$ cat src/rtl/instr_exec_if.sv
// rtl/instr_exec_if.sv - instruction register / control output bundle for instr_exec
interface instr_exec_if;
  logic [7:0] instruction;
  logic       instr_latch_en;
  logic [7:0] trigger_channel_mask;
  logic       acq_start;
  logic       acq_stop;
  logic       soft_rstn;
  logic [7:0] force_trig;
  logic       cal_pulse;
  logic       busy;
  logic       instr_done;
  logic       err_illegal;
  logic       err_busy;
  logic [7:0] status;

  modport master (
    output instruction, instr_latch_en, trigger_channel_mask,
    input  acq_start, acq_stop, soft_rstn, force_trig, cal_pulse,
    input  busy, instr_done, err_illegal, err_busy, status
  );

  modport slave (
    input  instruction, instr_latch_en, trigger_channel_mask,
    output acq_start, acq_stop, soft_rstn, force_trig, cal_pulse,
    output busy, instr_done, err_illegal, err_busy, status
  );
endinterface

$ cat src/rtl/instr_exec.sv
// rtl/instr_exec.sv - SPI instruction executor; optional status byte via INSTR_EXEC_STATUS_EN
module instr_exec #(
  parameter int RST_CYCLES = 16,
  parameter int TRIG_WIDTH = 4,
  parameter int CAL_PERIOD = 8
) (
  input  logic         iclk,
  input  logic         rstn,
  instr_exec_if.slave  bus
);
  typedef enum logic [2:0] {IDLE, DECODE, ACT, CAL_GAP, DONE} state_t;

  localparam logic [7:0] RST_LEN  = 8'(RST_CYCLES);
  localparam logic [7:0] TRIG_LEN = 8'(TRIG_WIDTH);
  localparam logic [7:0] CAL_LEN  = 8'(CAL_PERIOD);

  state_t     state;
  logic       s1, s2, s3;
  logic       fall;
  logic [7:0] op_q, mask_q, cnt;
  logic [4:0] pulses;
  logic       is_cal;

  // write strobe crosses from sclk; the end of the latch pulse marks a completed write
  assign fall   = s3 & ~s2;
  assign is_cal = (op_q[7:4] == 4'h1);
  assign bus.busy = (state != IDLE);

  always_ff @(posedge iclk or negedge rstn) begin
    if (!rstn) begin
      s1 <= 1'b0;
      s2 <= 1'b0;
      s3 <= 1'b0;
    end else begin
      s1 <= bus.instr_latch_en;
      s2 <= s1;
      s3 <= s2;
    end
  end

  always_ff @(posedge iclk or negedge rstn) begin
    if (!rstn) begin
      state           <= IDLE;
      op_q            <= 8'h00;
      mask_q          <= 8'h00;
      cnt             <= 8'h00;
      pulses          <= 5'd0;
      bus.acq_start   <= 1'b0;
      bus.acq_stop    <= 1'b0;
      bus.soft_rstn   <= 1'b1;
      bus.force_trig  <= 8'h00;
      bus.cal_pulse   <= 1'b0;
      bus.instr_done  <= 1'b0;
      bus.err_illegal <= 1'b0;
      bus.err_busy    <= 1'b0;
    end else begin
      bus.acq_start  <= 1'b0;
      bus.acq_stop   <= 1'b0;
      bus.instr_done <= 1'b0;
      case (state)
        IDLE: begin
          if (fall) begin
            op_q   <= bus.instruction;
            mask_q <= bus.trigger_channel_mask;
            state  <= DECODE;
          end
        end
        DECODE: begin
          state <= ACT;
          case (op_q)
            8'h00: begin
              bus.err_illegal <= 1'b0;
              bus.err_busy    <= 1'b0;
              bus.instr_done  <= 1'b1;
              state           <= DONE;
            end
            8'h01: begin cnt <= 8'd1;     bus.acq_start  <= 1'b1;   end
            8'h02: begin cnt <= 8'd1;     bus.acq_stop   <= 1'b1;   end
            8'h03: begin cnt <= RST_LEN;  bus.soft_rstn  <= 1'b0;   end
            8'h04: begin cnt <= TRIG_LEN; bus.force_trig <= mask_q; end
            default: begin
              if (is_cal) begin
                cnt           <= CAL_LEN;
                pulses        <= {1'b0, op_q[3:0]} + 5'd1;
                bus.cal_pulse <= 1'b1;
              end else begin
                bus.err_illegal <= 1'b1;
                bus.instr_done  <= 1'b1;
                state           <= DONE;
              end
            end
          endcase
        end
        ACT: begin
          // a count of 0 is treated as expired so the counter can never wrap
          if (cnt <= 8'd1) begin
            bus.soft_rstn  <= 1'b1;
            bus.force_trig <= 8'h00;
            bus.cal_pulse  <= 1'b0;
            if (is_cal) begin
              cnt   <= CAL_LEN;
              state <= CAL_GAP;
            end else begin
              bus.instr_done <= 1'b1;
              state          <= DONE;
            end
          end else begin
            cnt <= cnt - 8'd1;
          end
        end
        CAL_GAP: begin
          if (cnt <= 8'd1) begin
            if (pulses <= 5'd1) begin
              bus.instr_done <= 1'b1;
              state          <= DONE;
            end else begin
              pulses        <= pulses - 5'd1;
              cnt           <= CAL_LEN;
              bus.cal_pulse <= 1'b1;
              state         <= ACT;
            end
          end else begin
            cnt <= cnt - 8'd1;
          end
        end
        DONE:    state <= IDLE;
        default: state <= IDLE;
      endcase
      // writes landing outside IDLE (DONE included) are dropped
      if (fall && state != IDLE) bus.err_busy <= 1'b1;
    end
  end

`ifdef INSTR_EXEC_STATUS_EN
  logic [3:0] exec_cnt;

  always_ff @(posedge iclk or negedge rstn) begin
    if (!rstn) exec_cnt <= 4'd0;
    else if (state == DONE) exec_cnt <= exec_cnt + 4'd1;
  end

  assign bus.status = {bus.busy, bus.err_illegal, bus.err_busy, 1'b0, exec_cnt};
`else
  assign bus.status = 8'h00;
`endif
endmodule

$ cat src/flat_wrapper.sv
// flat-port wrapper written by rule: the top's interface ports become plain ports
module instr_exec_flat 
#(
  parameter int RST_CYCLES = 16,
  parameter int TRIG_WIDTH = 4,
  parameter int CAL_PERIOD = 8
)
  (iclk, rstn, bus_instruction, bus_instr_latch_en, bus_trigger_channel_mask, bus_acq_start, bus_acq_stop, bus_soft_rstn, bus_force_trig, bus_cal_pulse, bus_busy, bus_instr_done, bus_err_illegal, bus_err_busy, bus_status);
  instr_exec_if bus_i ();
  input  logic iclk;
  input  logic rstn;
  input wire logic [$bits(bus_i.instruction)-1:0] bus_instruction;
  input wire logic [$bits(bus_i.instr_latch_en)-1:0] bus_instr_latch_en;
  input wire logic [$bits(bus_i.trigger_channel_mask)-1:0] bus_trigger_channel_mask;
  output wire logic [$bits(bus_i.acq_start)-1:0] bus_acq_start;
  output wire logic [$bits(bus_i.acq_stop)-1:0] bus_acq_stop;
  output wire logic [$bits(bus_i.soft_rstn)-1:0] bus_soft_rstn;
  output wire logic [$bits(bus_i.force_trig)-1:0] bus_force_trig;
  output wire logic [$bits(bus_i.cal_pulse)-1:0] bus_cal_pulse;
  output wire logic [$bits(bus_i.busy)-1:0] bus_busy;
  output wire logic [$bits(bus_i.instr_done)-1:0] bus_instr_done;
  output wire logic [$bits(bus_i.err_illegal)-1:0] bus_err_illegal;
  output wire logic [$bits(bus_i.err_busy)-1:0] bus_err_busy;
  output wire logic [$bits(bus_i.status)-1:0] bus_status;
  assign bus_i.instruction = bus_instruction;
  assign bus_i.instr_latch_en = bus_instr_latch_en;
  assign bus_i.trigger_channel_mask = bus_trigger_channel_mask;
  assign bus_acq_start = bus_i.acq_start;
  assign bus_acq_stop = bus_i.acq_stop;
  assign bus_soft_rstn = bus_i.soft_rstn;
  assign bus_force_trig = bus_i.force_trig;
  assign bus_cal_pulse = bus_i.cal_pulse;
  assign bus_busy = bus_i.busy;
  assign bus_instr_done = bus_i.instr_done;
  assign bus_err_illegal = bus_i.err_illegal;
  assign bus_err_busy = bus_i.err_busy;
  assign bus_status = bus_i.status;
  instr_exec #(.RST_CYCLES(RST_CYCLES), .TRIG_WIDTH(TRIG_WIDTH), .CAL_PERIOD(CAL_PERIOD)) u_core (.iclk(iclk), .rstn(rstn), .bus(bus_i));
endmodule
$ cat config.mk
export PLATFORM = sky130hd
export DESIGN_NAME = instr_exec_flat
export DESIGN_NICKNAME = d
export VERILOG_FILES = /design/src/rtl/instr_exec_if.sv /design/src/rtl/instr_exec.sv /design/src/flat_wrapper.sv
export SDC_FILE = /design/constraint.sdc
export NUM_CORES = 1
export LEC_CHECK = 0
export CORE_ASPECT_RATIO = 1.5
export CORE_MARGIN = 2
export CORE_UTILIZATION = 40
export CTS_CLUSTER_SIZE = 28
export DETAILED_ROUTE_END_ITERATION = 16
export HOLD_SLACK_MARGIN = 0.1
export SETUP_SLACK_MARGIN = 0.4
export SKIP_LAST_GASP = 1
export SYNTH_ARGS = -nofsm -noshare
export SYNTH_HDL_FRONTEND = slang
export SYNTH_SLANG_ARGS = --single-unit
export TNS_END_PERCENT = 30
$ cat constraint.sdc
create_clock -name iclk -period 5 [get_ports iclk]
set_input_delay 1 -clock iclk [delete_from_list [all_inputs] [get_ports iclk]]
set_output_delay 1 -clock iclk [all_outputs]
set_load 0.005 [all_outputs]
* Word level (Yosys, flattened, before mapping)
Cells that the tools add are included.
Operators by class: add/sub/neg operators 3, magnitude comparators 2, equality and inequality tests 19, muxes and demuxes 46, bitwise logic cells 3, reduce and logical (&&, ||, !) cells 21
Operators with widths (number):
- 2-to-1 mux 8 bit | 6
- case mux 8 bit (4 select lines) | 1
- case mux 8 bit (3 select lines) | 1
- 2-to-1 mux 5 bit | 4
- 2-to-1 mux 1 bit | 19
- 2-to-1 mux 3 bit | 6
- == test 8 x 2 -> 1 bit (second input constant) | 2
- case mux 8 bit (2 select lines) | 1
- AND reduction 3 bit | 5
- inequality test 2 x 1 -> 1 bit (second input constant) | 6
- case mux 3 bit (4 select lines) | 1
- case mux 5 bit (2 select lines) | 1
- == test 8 x 1 -> 1 bit (second input constant) | 1
- == test 8 x 3 -> 1 bit (second input constant) | 1
- less-or-equal comparator 8 x 1 -> 1 bit (second input constant) | 1
- zero test 8 bit | 1
- inequality test 2 bit (second input constant) | 4
- nonzero test 2 bit | 4
- subtractor 8 x 1 -> 8 bit (second input constant) | 1
- == test 3 x 2 -> 1 bit (second input constant) | 2
- case mux 1 bit (2 select lines) | 3
- case mux 1 bit (3 select lines) | 2
- case mux 3 bit (2 select lines) | 1
- AND reduction 6 bit | 1
- 16 further kinds | 19
Storage, ports and cells: register bits after elaboration 50, input port bits 19, output and inout bits 24, word-level logic and storage cells 110

* Depth between registers and ports, before layout
Gate-level depths: netlist of run 1.
word-level depth 5, gate-level depth with buffers 8, mapped depth without buffers 7

* Worst setup path before layout of run 1
OpenSTA, ideal clock, no wires.
path kind reg-to-reg, start reg u_core.cnt[5], end reg u_core.pulses[1], setup time 0.125 ns, arrival time 2.046 ns, data required time 4.875 ns, setup slack 2.830 ns, cell stages (with the launch flop) 6, clock period less this slack 2.170 ns, path through dfrtp_1 or4_4 nor3_4 a31oi_1 nor3_1 mux2_2
On the way: cells in the longest elaborated chain, start to end 3
Ends and longest elaborated chain:
- start, declared | RTL line instr_exec.sv:20 | logic [7:0] op_q, mask_q, cnt;
- start signal, assigned | RTL line instr_exec.sv:108 | cnt <= cnt - 8'd1;
- start signal, assigned | RTL line instr_exec.sv:123 | cnt <= cnt - 8'd1;
- less-or-equal comparator 8 x 1 -> 1 bit | RTL line instr_exec.sv:112 | if (cnt <= 8'd1) begin
- inequality test 2 x 1 -> 1 bit (no line)
- AND reduction 5 bit (no line)
- end signal, assigned | RTL line instr_exec.sv:84 | pulses <= {1'b0, op_q[3:0]} + 5'd1;
- end signal, assigned | RTL line instr_exec.sv:117 | pulses <= pulses - 5'd1;
- end, declared | RTL line instr_exec.sv:21 | logic [4:0] pulses;
Every way passes these cells. A chain may end at the register's enable or synchronous reset.

* Final worst setup path of run 1
start reg u_core.state[1], end out bus_busy
On the way: cells in the longest elaborated chain, start to end 1
Ends and longest elaborated chain:
- start, declared | RTL line instr_exec.sv:17 | state_t state;
- start signal, assigned | RTL line instr_exec.sv:43 | state <= IDLE;
- start signal, assigned | RTL line instr_exec.sv:65 | state <= DECODE;
- start signal, assigned | RTL line instr_exec.sv:69 | state <= ACT;
- nonzero test 3 bit | RTL line instr_exec.sv:27 | assign bus.busy = (state != IDLE);
- end, declared | RTL line flat_wrapper.sv:20 | output wire logic [$bits(bus_i.busy)-1:0] bus_busy;
Every way passes these cells.

==> results of run 1 <==
[sequential cells by signal, indices dropped and copies added (netlist names), 3 cells and up]
name                   cells
u_core.bus.force_trig      8
u_core.cnt                 8
u_core.mask_q              8
u_core.op_q                8
u_core.pulses              5
u_core.state               3
[layout make-up]
class,count,area [um^2]
repair buffers,35,343
clock buffers,5,68.8
flip-flops and latches,50,1250
inverters,11,41.3
clock inverters,2,17.5
well taps,76,95.1
fillers,622,3380
multi-input cells,193,1240
[stage by stage]
step,power [uW],setup WS [ns]
final,1610,2.42
after global placement,1370,2.54
after floorplan,1170,2.83
after detailed placement,1380,2.53
after global routing,1750,2.23
after CTS,1630,2.42
[cell families after synthesis]
| family | count (synthesis) |
|---|---|
| and+or+nand+nor | 95 |
| AOI/OAI and AO/OA | 61 |
| DFF | 50 |
| buffers and inverters | 30 |
| muxes | 19 |
| adders and majority gates | 8 |
| xor gates and xnor gates | 2 |
| other | 1 |
[worst register-to-register path: stages, from the launching register on]
cell and delay [ns]:
dfrtp_1 0.40, inv_1 0.09, ha_1 0.28, nor2_1 0.29, nor3_4 0.13, a31oi_1 0.55, o221ai_1 0.29, a221o_1 0.39
[placed cells by master, fill, tap and decap left out, types with 2 or more instances in the layout]
cell type	n
clkdlybuf4s50_1	33
nor3b_1	4
a211oi_1	2
mux2_2	18
nand3_1	6
nand2b_1	3
a22oi_1	2
nor3_1	8
a221o_1	2
o21bai_1	2
nand2_1	31
o21ai_0	28
conb_1	8
a21oi_1	7
o2111ai_1	3
and2_1	3
inv_6	2
o22ai_1	2
a31oi_1	3
and3_1	5
clkbuf_8	5
o31ai_1	2
nand4_1	2
inv_1	11
nor2_1	20
dfrtp_1	49
ha_1	8
[worst max-delay path by stage]
stage	startpoint	end	slack, ns	depth (start not counted)
final	u_core.state[1]$_DFFE_PN0P_	bus_busy	2.42	3
after global routing	u_core.cnt[0]$_DFFE_PN0P_	u_core.cnt[2]$_DFFE_PN0P_	2.23	7
after CTS	u_core.state[1]$_DFFE_PN0P_	bus_busy	2.42	3
after detailed placement	u_core.cnt[0]$_DFFE_PN0P_	u_core.cnt[2]$_DFFE_PN0P_	2.53	7
after global placement	u_core.cnt[5]$_DFFE_PN0P_	u_core.pulses[1]$_DFFE_PN0P_	2.54	5
after floorplan	u_core.cnt[5]$_DFFE_PN0P_	u_core.pulses[1]$_DFFE_PN0P_	2.83	5
[layer usage]
metal | vias to the layer above | track usage, % | routed length, um
li1 | 993 | - | -
met4 | 0 | 6.95 | 124
met3 | 12 | 2.81 | 232
met1 | 965 | 21.5 | 2430
met2 | 54 | 31.4 | 3100
met5 | - | 0 | 0
[power by group]
group	internal (uW)	switching [uW]	leakage [uW]
combinational	324	355	0.000634
clock	99.7	142	0.0000450
sequential	540	150	0.000628
total	964	647	0.00131
==> results.sh, run 1 <==
export IMPL_slew_headroom_pct=38.0
export IMPL_synthSimpleGateAreaFrac_pct=18.7
export IMPL_required_ns=4.00
export IMPL_cts_sinks=50
export IMPL_synth_fa_ha_area_share_pct=3.82
export IMPL_final_setup_tns_ns=0
export IMPL_grtUsageTotal_pct=17.6
export IMPL_synthArstFlopShare_pct=100
export IMPL_synthFlopType="dfrtp_1"
export IMPL_clock_tree_root_cell="clkbuf_8"
export IMPL_netlist_area_mm2=0.00262
export IMPL_whs_path_depth=0
export IMPL_r2r_cells=7
export IMPL_grt_max_degree=51
export IMPL_die_area_mm2=0.00723
export IMPL_fin_util_pct=47.5
export IMPL_path_delay_family="buffers and inverters"
export IMPL_gr_total_overflow=0
export IMPL_vias_per_cell=5.44
export IMPL_fin_crit_sh_pct=51.5
export IMPL_synth_most_common_cell="dfrtp_1"
export IMPL_htree_num_levels=2
export IMPL_synth_commonest_cells="49 x dfrtp_1, 31 x nand2_1, 28 x o21ai_0, 20 x nor2_1, 18 x mux2_2"
export IMPL_holdWs_ns=0.372
export IMPL_synth_edf_count=0
export IMPL_areaGrowthSynthToFinish_pct=16.7
export IMPL_ys_seq_area_share_pct=47.8
export IMPL_wirelength_um=5890
export IMPL_crit_arrival_ns=1.58
export IMPL_synth_cell_types=53
export IMPL_start_util_pct=40.7
export IMPL_cpPeakStageDelay_ns=0.53
export IMPL_min_to="u_core.s2$_DFF_PN0_"
export IMPL_ys_warn_count=0
export IMPL_final_cells=372
export IMPL_r2r_slack_ns=2.48
export IMPL_post_dp_cell_area_mm2=0.00298
export IMPL_cts_tree="built"
export IMPL_wire_per_inst_um=15.8
export IMPL_num_antenna_cells=0
export IMPL_syn_area_per_cell_um2=9.86
export IMPL_powerDensity_mw_per_mm2=526
export IMPL_numCtsBuffers=5
export IMPL_crit_type="reg -> out"
export IMPL_die_h_um=103
export IMPL_fmax_ghz=0.388
export IMPL_synth_top_family_by_area="simple AND/OR/NAND/NOR gates"
export IMPL_grt_pass1_vias=2037
export IMPL_synthTopCellsByArea="dfrtp_1 47%, mux2_2 7.7%, o21ai_0 5.3%"
export IMPL_path_clk_slew_ns=0.10
export IMPL_yosysTopAreaCell="dfrtp_1"
export IMPL_core_region_area_mm2=0.00644
export IMPL_cts_resized=0
export IMPL_clock_skew_ns=0.00565
export IMPL_crit_chain="inv_1, nand2_1, clkdlybuf4s50_1"
export IMPL_drt_iter0_drc=61
export IMPL_ctsHoldBuffers=0
export IMPL_synthCells=266
export IMPL_final_net_count=323
export IMPL_tightest_slew_ns=0.927
export IMPL_clk_path_buf_depth=2
export IMPL_grt_pass1_wl_um=10000
export IMPL_r2r_start="u_core.cnt[0]$_DFFE_PN0P_"
export IMPL_slew_violations=0
export IMPL_route_detailed_drc=0
export IMPL_cp_start_kind="flop"
export IMPL_layout_min_cycle_time_ns=2.58
export IMPL_hp_class="reg -> reg"
export IMPL_slowest_stage="dfrtp_1"
export IMPL_setup_viol=0
export IMPL_dp_cells=365
export IMPL_leakagePower_uw=0.00131
export IMPL_post_cts_buffers=0
export IMPL_r2r_end="u_core.cnt[2]$_DFFE_PN0P_"
export IMPL_ys_ff_latch=50
export IMPL_vias=2024
export IMPL_drive_above_1_share_pct=11.8
export IMPL_routabilityCongestion=0.898
export IMPL_ant_nets=0
export IMPL_synth_compound_area_share_pct=15.0
export IMPL_io_pin_count=43
export IMPL_maxCapViolCount=0
export IMPL_io_buffers=34
export IMPL_dr_pass1_iters=4
export IMPL_synthMuxAreaShare_pct=8.11
export IMPL_path_max_fanout=10
export IMPL_synth_xor_area_share_pct=0.668
export IMPL_dpl_hpwl_um=4310
export IMPL_postLayoutCellArea_mm2=0.00306
export IMPL_hold_violations=0
export IMPL_cp_end_kind="output pin"
export IMPL_peakVddDrop_v=0.000207
export IMPL_synth_top_cell_area_share_pct=46.8
export IMPL_min_from="u_core.s1$_DFF_PN0_"
export IMPL_clk_latency_ns=0.30
export IMPL_outcome="completed"
export IMPL_rsz0062_at_grt="false"
export IMPL_rows=36
export IMPL_antenna_found_initial=0
export IMPL_critPathBufInv=2
export IMPL_die_w_um=70.1
(Power assumes the default switching activity.)
==> run 2, diff against run 1 <==
--- a/config.mk
+++ b/config.mk
@@ -11,6 +11,7 @@
 export CTS_CLUSTER_SIZE = 28
 export DETAILED_ROUTE_END_ITERATION = 16
 export HOLD_SLACK_MARGIN = 0.1
+export PLACE_DENSITY = 0.65
 export SETUP_SLACK_MARGIN = 0.4
 export SKIP_LAST_GASP = 1
 export SYNTH_ARGS = -nofsm -noshare
==> constraint.sdc (replaced) <==
create_clock -name iclk -period 2.1 [get_ports iclk]
set_input_delay 0.42 -clock iclk [delete_from_list [all_inputs] [get_ports iclk]]
set_output_delay 0.42 -clock iclk [all_outputs]
set_load 0.005 [all_outputs]
==> results.sh, run 2 (synthesized netlist as in run 1, its figures left out) <==
export IMPL_outcome="completed"
export IMPL_routabilityCongestion=0.854
export IMPL_die_h_um=103
export IMPL_wirelength_um=6660
export IMPL_dp_cells=390
export IMPL_areaGrowthSynthToFinish_pct=38.6
export IMPL_power_uw=4890
export IMPL_path_max_fanout=7
export IMPL_holdWs_ns=0.220
export IMPL_required_ns=2.29
export IMPL_dr_pass1_iters=4
export IMPL_path_clk_slew_ns=0.10
export IMPL_die_area_mm2=0.00723
export IMPL_clock_tree_root_cell="clkbuf_8"
export IMPL_path_delay_family="simple AND/OR/NAND/NOR gates"
export IMPL_start_util_pct=40.7
export IMPL_setup_viol=0
export IMPL_cpPeakStageDelay_ns=0.56
export IMPL_slew_headroom_pct=57.2
export IMPL_drt_iter0_drc=123
export IMPL_route_detailed_drc=0
export IMPL_worst_path_stages=8
export IMPL_powerDensity_mw_per_mm2=1340
export IMPL_cp_start_kind="flop"
export IMPL_grt_pass1_vias=2288
export IMPL_hold_violations=0
export IMPL_vias_per_cell=5.51
export IMPL_final_net_count=363
export IMPL_rsz0062_at_grt="true"
export IMPL_clock_skew_ns=0.0116
export IMPL_final_common_cell="dfrtp_1"
export IMPL_drive_above_1_share_pct=32.9
export IMPL_hp_class="in -> async"
export IMPL_slew_violations=0
export IMPL_crit_chain="or4_4, nor3_4, buf_12, buf_6, a31oi_4, buf_4, o2111ai_1, o211ai_1"
export IMPL_num_antenna_cells=0
export IMPL_slowest_stage="or4_4"
export IMPL_fin_crit_sh_pct=96.4
export IMPL_layout_common_cells="46 x dfrtp_1, 33 x buf_4, 32 x clkdlybuf4s50_1"
export IMPL_grt_pass1_wl_um=10700
export IMPL_gr_total_overflow=0
export IMPL_io_pin_count=43
export IMPL_peakVddDrop_v=0.000640
export IMPL_tightest_slew_ns=0.642
export IMPL_htree_num_levels=2
export IMPL_r2r_cells=8
export IMPL_crit_arrival_ns=2.21
export IMPL_fmax_ghz=0.494
export IMPL_crit_type="reg -> reg"
export IMPL_cts_sinks=50
export IMPL_critPathBufInv=3
export IMPL_clk_path_buf_depth=2
export IMPL_vias=2274
export IMPL_cp_end_kind="flop"
export IMPL_leakagePower_uw=0.00155
export IMPL_final_cells=413
export IMPL_fin_util_pct=56.4
export IMPL_layout_min_cycle_time_ns=2.02
export IMPL_clk_latency_ns=0.31
export IMPL_die_w_um=70.1
export IMPL_grtUsageTotal_pct=18.8
export IMPL_wire_per_inst_um=16.1
export IMPL_io_buffers=34
export IMPL_maxCapViolCount=0
export IMPL_antenna_found_initial=0
export IMPL_core_region_area_mm2=0.00644
export IMPL_numCtsBuffers=5
export IMPL_cts_tree="built"
export IMPL_rows=36
export IMPL_ant_nets=0
export IMPL_grt_max_degree=51
export IMPL_dpl_hpwl_um=4710
[run 2: changes by cell type in the layout (fill, tap and decap cells not counted), moves of 5 or more]
cell,before,now
buf_4,1,33
nor2_1,20,15
o21ai_1,0,5
buf_6,0,6
o21ai_0,28,19
ha_1,8,3
[run 2: through the flow]
stage	setup TNS [ns]	area [um^2]	worst slack (ns)
final	0	3640	0.0750
after detailed placement	-0.0296	3220	-0.0209
after floorplan	0	2700	0.0111
after CTS	0	3460	0.0330
after global placement	-0.0159	3220	-0.0133
after global routing	0	3640	0.0135
[run 2: report_power, final]
group / switching [uW] / internal (uW)
clock: 345 / 245
sequential: 286 / 1290
combinational: 1330 / 1390
total: 1960 / 2930
[run 2: layer usage]
layer | up-vias | part of all wire [%] | GRT usage (%)
li1 | 1072 | - | -
met1 | 1113 | 38 | 19.9
met2 | 66 | 54 | 36.0
met3 | 23 | 3.5 | 3.10
met4 | 0 | 4.1 | 9.47
met5 | - | 0 | 0
[run 2: path summary, 6_finish.rpt]
path	from	endpoint	slack, ns
max	u_core.cnt[3]$_DFFE_PN0P_	u_core.cnt[0]$_DFFE_PN0P_	0.08
max in group asynchronous	rstn	u_core.state[2]$_DFFE_PN0P_	1.43
min	rstn	u_core.cnt[0]$_DFFE_PN0P_	0.22
max reg2reg	u_core.cnt[3]$_DFFE_PN0P_	u_core.cnt[0]$_DFFE_PN0P_	0.08
min in group iclk	u_core.s1$_DFF_PN0_	u_core.s2$_DFF_PN0_	0.37
min reg2reg	u_core.s1$_DFF_PN0_	u_core.s2$_DFF_PN0_	0.37
[run 2: area by class of cell]
| class | instances | area (um^2) |
|---|---|---|
| Multi-Input combinational cell | 193 | 1460 |
| Sequential cell | 50 | 1260 |
| Clock buffer | 6 | 72.6 |
| Tap cell | 76 | 95.1 |
| Clock inverter | 2 | 17.5 |
| Fill cell | 571 | 2810 |
| Inverter | 11 | 41.3 |
| Timing Repair Buffer | 75 | 691 |
[run 2: repair_timing]
item                                    CTS  global route
hold endpoints to repair                  0             0
hold buffers                              0             0
setup buffers                             8             7
endpoints found under the setup margin   30            31
pin swaps                                14            10
resized for setup                        31            26
==> run 3, diff against run 2 <==
--- a/config.mk
+++ b/config.mk
@@ -11,7 +11,7 @@
 export CTS_CLUSTER_SIZE = 28
 export DETAILED_ROUTE_END_ITERATION = 16
 export HOLD_SLACK_MARGIN = 0.1
-export PLACE_DENSITY = 0.65
+export PLACE_DENSITY = 0.72
 export SETUP_SLACK_MARGIN = 0.4
 export SKIP_LAST_GASP = 1
 export SYNTH_ARGS = -nofsm -noshare
==> results.sh, run 3 (synthesized netlist as in run 1, its figures left out) <==
export IMPL_crit_chain="or4_4, nor3_4, buf_6, a31oi_4, nor3_4, mux2_4"
export IMPL_slew_headroom_pct=61.9
export IMPL_areaGrowthSynthToFinish_pct=41.3
export IMPL_seq_area_mm2=0.00125
export IMPL_required_ns=2.30
export IMPL_startpoint="u_core.cnt[5]$_DFFE_PN0P_"
export IMPL_outcome="completed"
export IMPL_num_antenna_cells=0
export IMPL_layout_common_cells="49 x dfrtp_1, 35 x buf_4, 32 x clkdlybuf4s50_1"
export IMPL_n_fill_cell=536
export IMPL_postLayoutCellArea_mm2=0.00370
export IMPL_slew_violations=0
export IMPL_drive_above_1_share_pct=31.5
export IMPL_grtUsageTotal_pct=18.6
export IMPL_routabilityCongestion=0.934
export IMPL_clock_tree_root_cell="clkbuf_8"
export IMPL_die_w_um=70.1
export IMPL_route_detailed_drc=0
export IMPL_wirelength_um=6680
export IMPL_r2r_start="u_core.cnt[5]$_DFFE_PN0P_"
export IMPL_setup_viol=0
export IMPL_core_region_area_mm2=0.00644
export IMPL_vias_per_cell=5.50
export IMPL_leakagePower_uw=0.00161
export IMPL_hp_class="in -> async"
export IMPL_cts_tree="built"
export IMPL_vias=2304
export IMPL_rsz0062_at_grt="true"
export IMPL_hold_violations=0
export IMPL_grt_max_degree=25
export IMPL_htree_num_levels=2
export IMPL_fmax_ghz=0.498
export IMPL_ctsHoldBuffers=0
export IMPL_final_common_cell="dfrtp_1"
export IMPL_crit_arrival_ns=2.21
export IMPL_rows=36
export IMPL_tightest_slew_ns=0.571
export IMPL_power_uw=5080
export IMPL_path_clk_slew_ns=0.09
export IMPL_cp_common_cell="nor3_4"
export IMPL_peakVddDrop_v=0.000826
export IMPL_wire_per_inst_um=15.9
export IMPL_gr_total_overflow=0
export IMPL_fin_crit_sh_pct=95.7
export IMPL_die_area_mm2=0.00723
export IMPL_crit_type="reg -> reg"
export IMPL_layout_min_cycle_time_ns=2.01
export IMPL_cts_sinks=50
export IMPL_io_pin_count=43
export IMPL_final_net_count=369
export IMPL_io_buffers=34
export IMPL_slowest_stage="or4_4"
export IMPL_maxCapViolCount=0
export IMPL_die_h_um=103
export IMPL_ant_nets=0
export IMPL_r2r_slack_ns=0.09
export IMPL_dr_pass1_iters=4
export IMPL_start_util_pct=40.7
export IMPL_clk_path_buf_depth=2
export IMPL_place_ws_ns=-0.0187
export IMPL_antenna_found_initial=0
export IMPL_post_dp_cell_area_mm2=0.00325
export IMPL_r2r_end="u_core.pulses[1]$_DFFE_PN0P_"
export IMPL_fin_ws_ns=0.0910
export IMPL_cp_end_kind="flop"
export IMPL_cp_start_kind="flop"
export IMPL_drt_iter0_drc=60
export IMPL_dpl_hpwl_um=4880
export IMPL_clock_skew_ns=0.00765
export IMPL_endpoint="u_core.pulses[1]$_DFFE_PN0P_"
export IMPL_numCtsBuffers=5
export IMPL_grt_pass1_wl_um=10500
export IMPL_powerDensity_mw_per_mm2=1370
export IMPL_cpPeakStageDelay_ns=0.57
export IMPL_clk_latency_ns=0.31
export IMPL_grt_pass1_vias=2255
export IMPL_path_max_fanout=5
export IMPL_multi_input_area_mm2=0.00141
export IMPL_r2r_cells=6
[run 3: worst max-delay path: cells and delay by family (launching register included)]
kind	cells	cell delay, ns
muxes	1	0.32
AOI/OAI and AO/OA	1	0.12
buffers and inverters	1	0.16
and+or+nand+nor	3	0.90
DFF	1	0.40
[run 3: cell type report]
cell class	instances	share of cell area [%]
Inverter	11	1.11
Timing Repair Buffer	81	20.5
Sequential cell	50	33.8
Clock buffer	6	2.23
Clock inverter	2	1.62
Tap cell	76	2.57
Multi-Input combinational cell	193	38.2
[run 3: through the flow]
stage	cells	setup TNS, ns	utilization (%)	hold WS [ns]
2_1_floorplan	273	0	-	0.124
3_3_place_gp	392	-0.0428	50.5	0.335
3_5_place_dp	392	-0.0187	50.5	0.339
4_1_cts	413	0	55.5	0.104
5_1_grt	419	0	57.5	0.131
6_report	419	0	57.5	0.0911
[run 3: routing by layer]
layer / track usage (%) / share of wire, %
met1: 17.9 / 36
met2: 36.8 / 57
met3: 3.78 / 3.6
met4: 9.76 / 3.5
met5: 0 / 0
[run 3: worst min-delay path by stage]
| stage | endpoint | start |
|---|---|---|
| floorplan | u_core.bus.acq_start$_DFF_PN0_ | rstn |
| global placement | u_core.s2$_DFF_PN0_ | u_core.s1$_DFF_PN0_ |
| detailed placement | u_core.s2$_DFF_PN0_ | u_core.s1$_DFF_PN0_ |
| CTS | u_core.mask_q[4]$_DFFE_PN0P_ | rstn |
| global route | u_core.mask_q[4]$_DFFE_PN0P_ | rstn |
| finish | u_core.mask_q[4]$_DFFE_PN0P_ | rstn |
[run 3: repair_timing]
action / CTS / global route
setup buffers: 13 / 6
setup endpoints to repair: 30 / 30
gates resized for setup: 26 / 17
pin swaps: 16 / 6
[run 3: power by group]
part | switching (uW) | internal, uW | total (uW)
Clock | 323 | 508 | 831
Sequential | 268 | 1290 | 1550
Combinational | 1300 | 1390 | 2690
Total | 1890 | 3190 | 5080
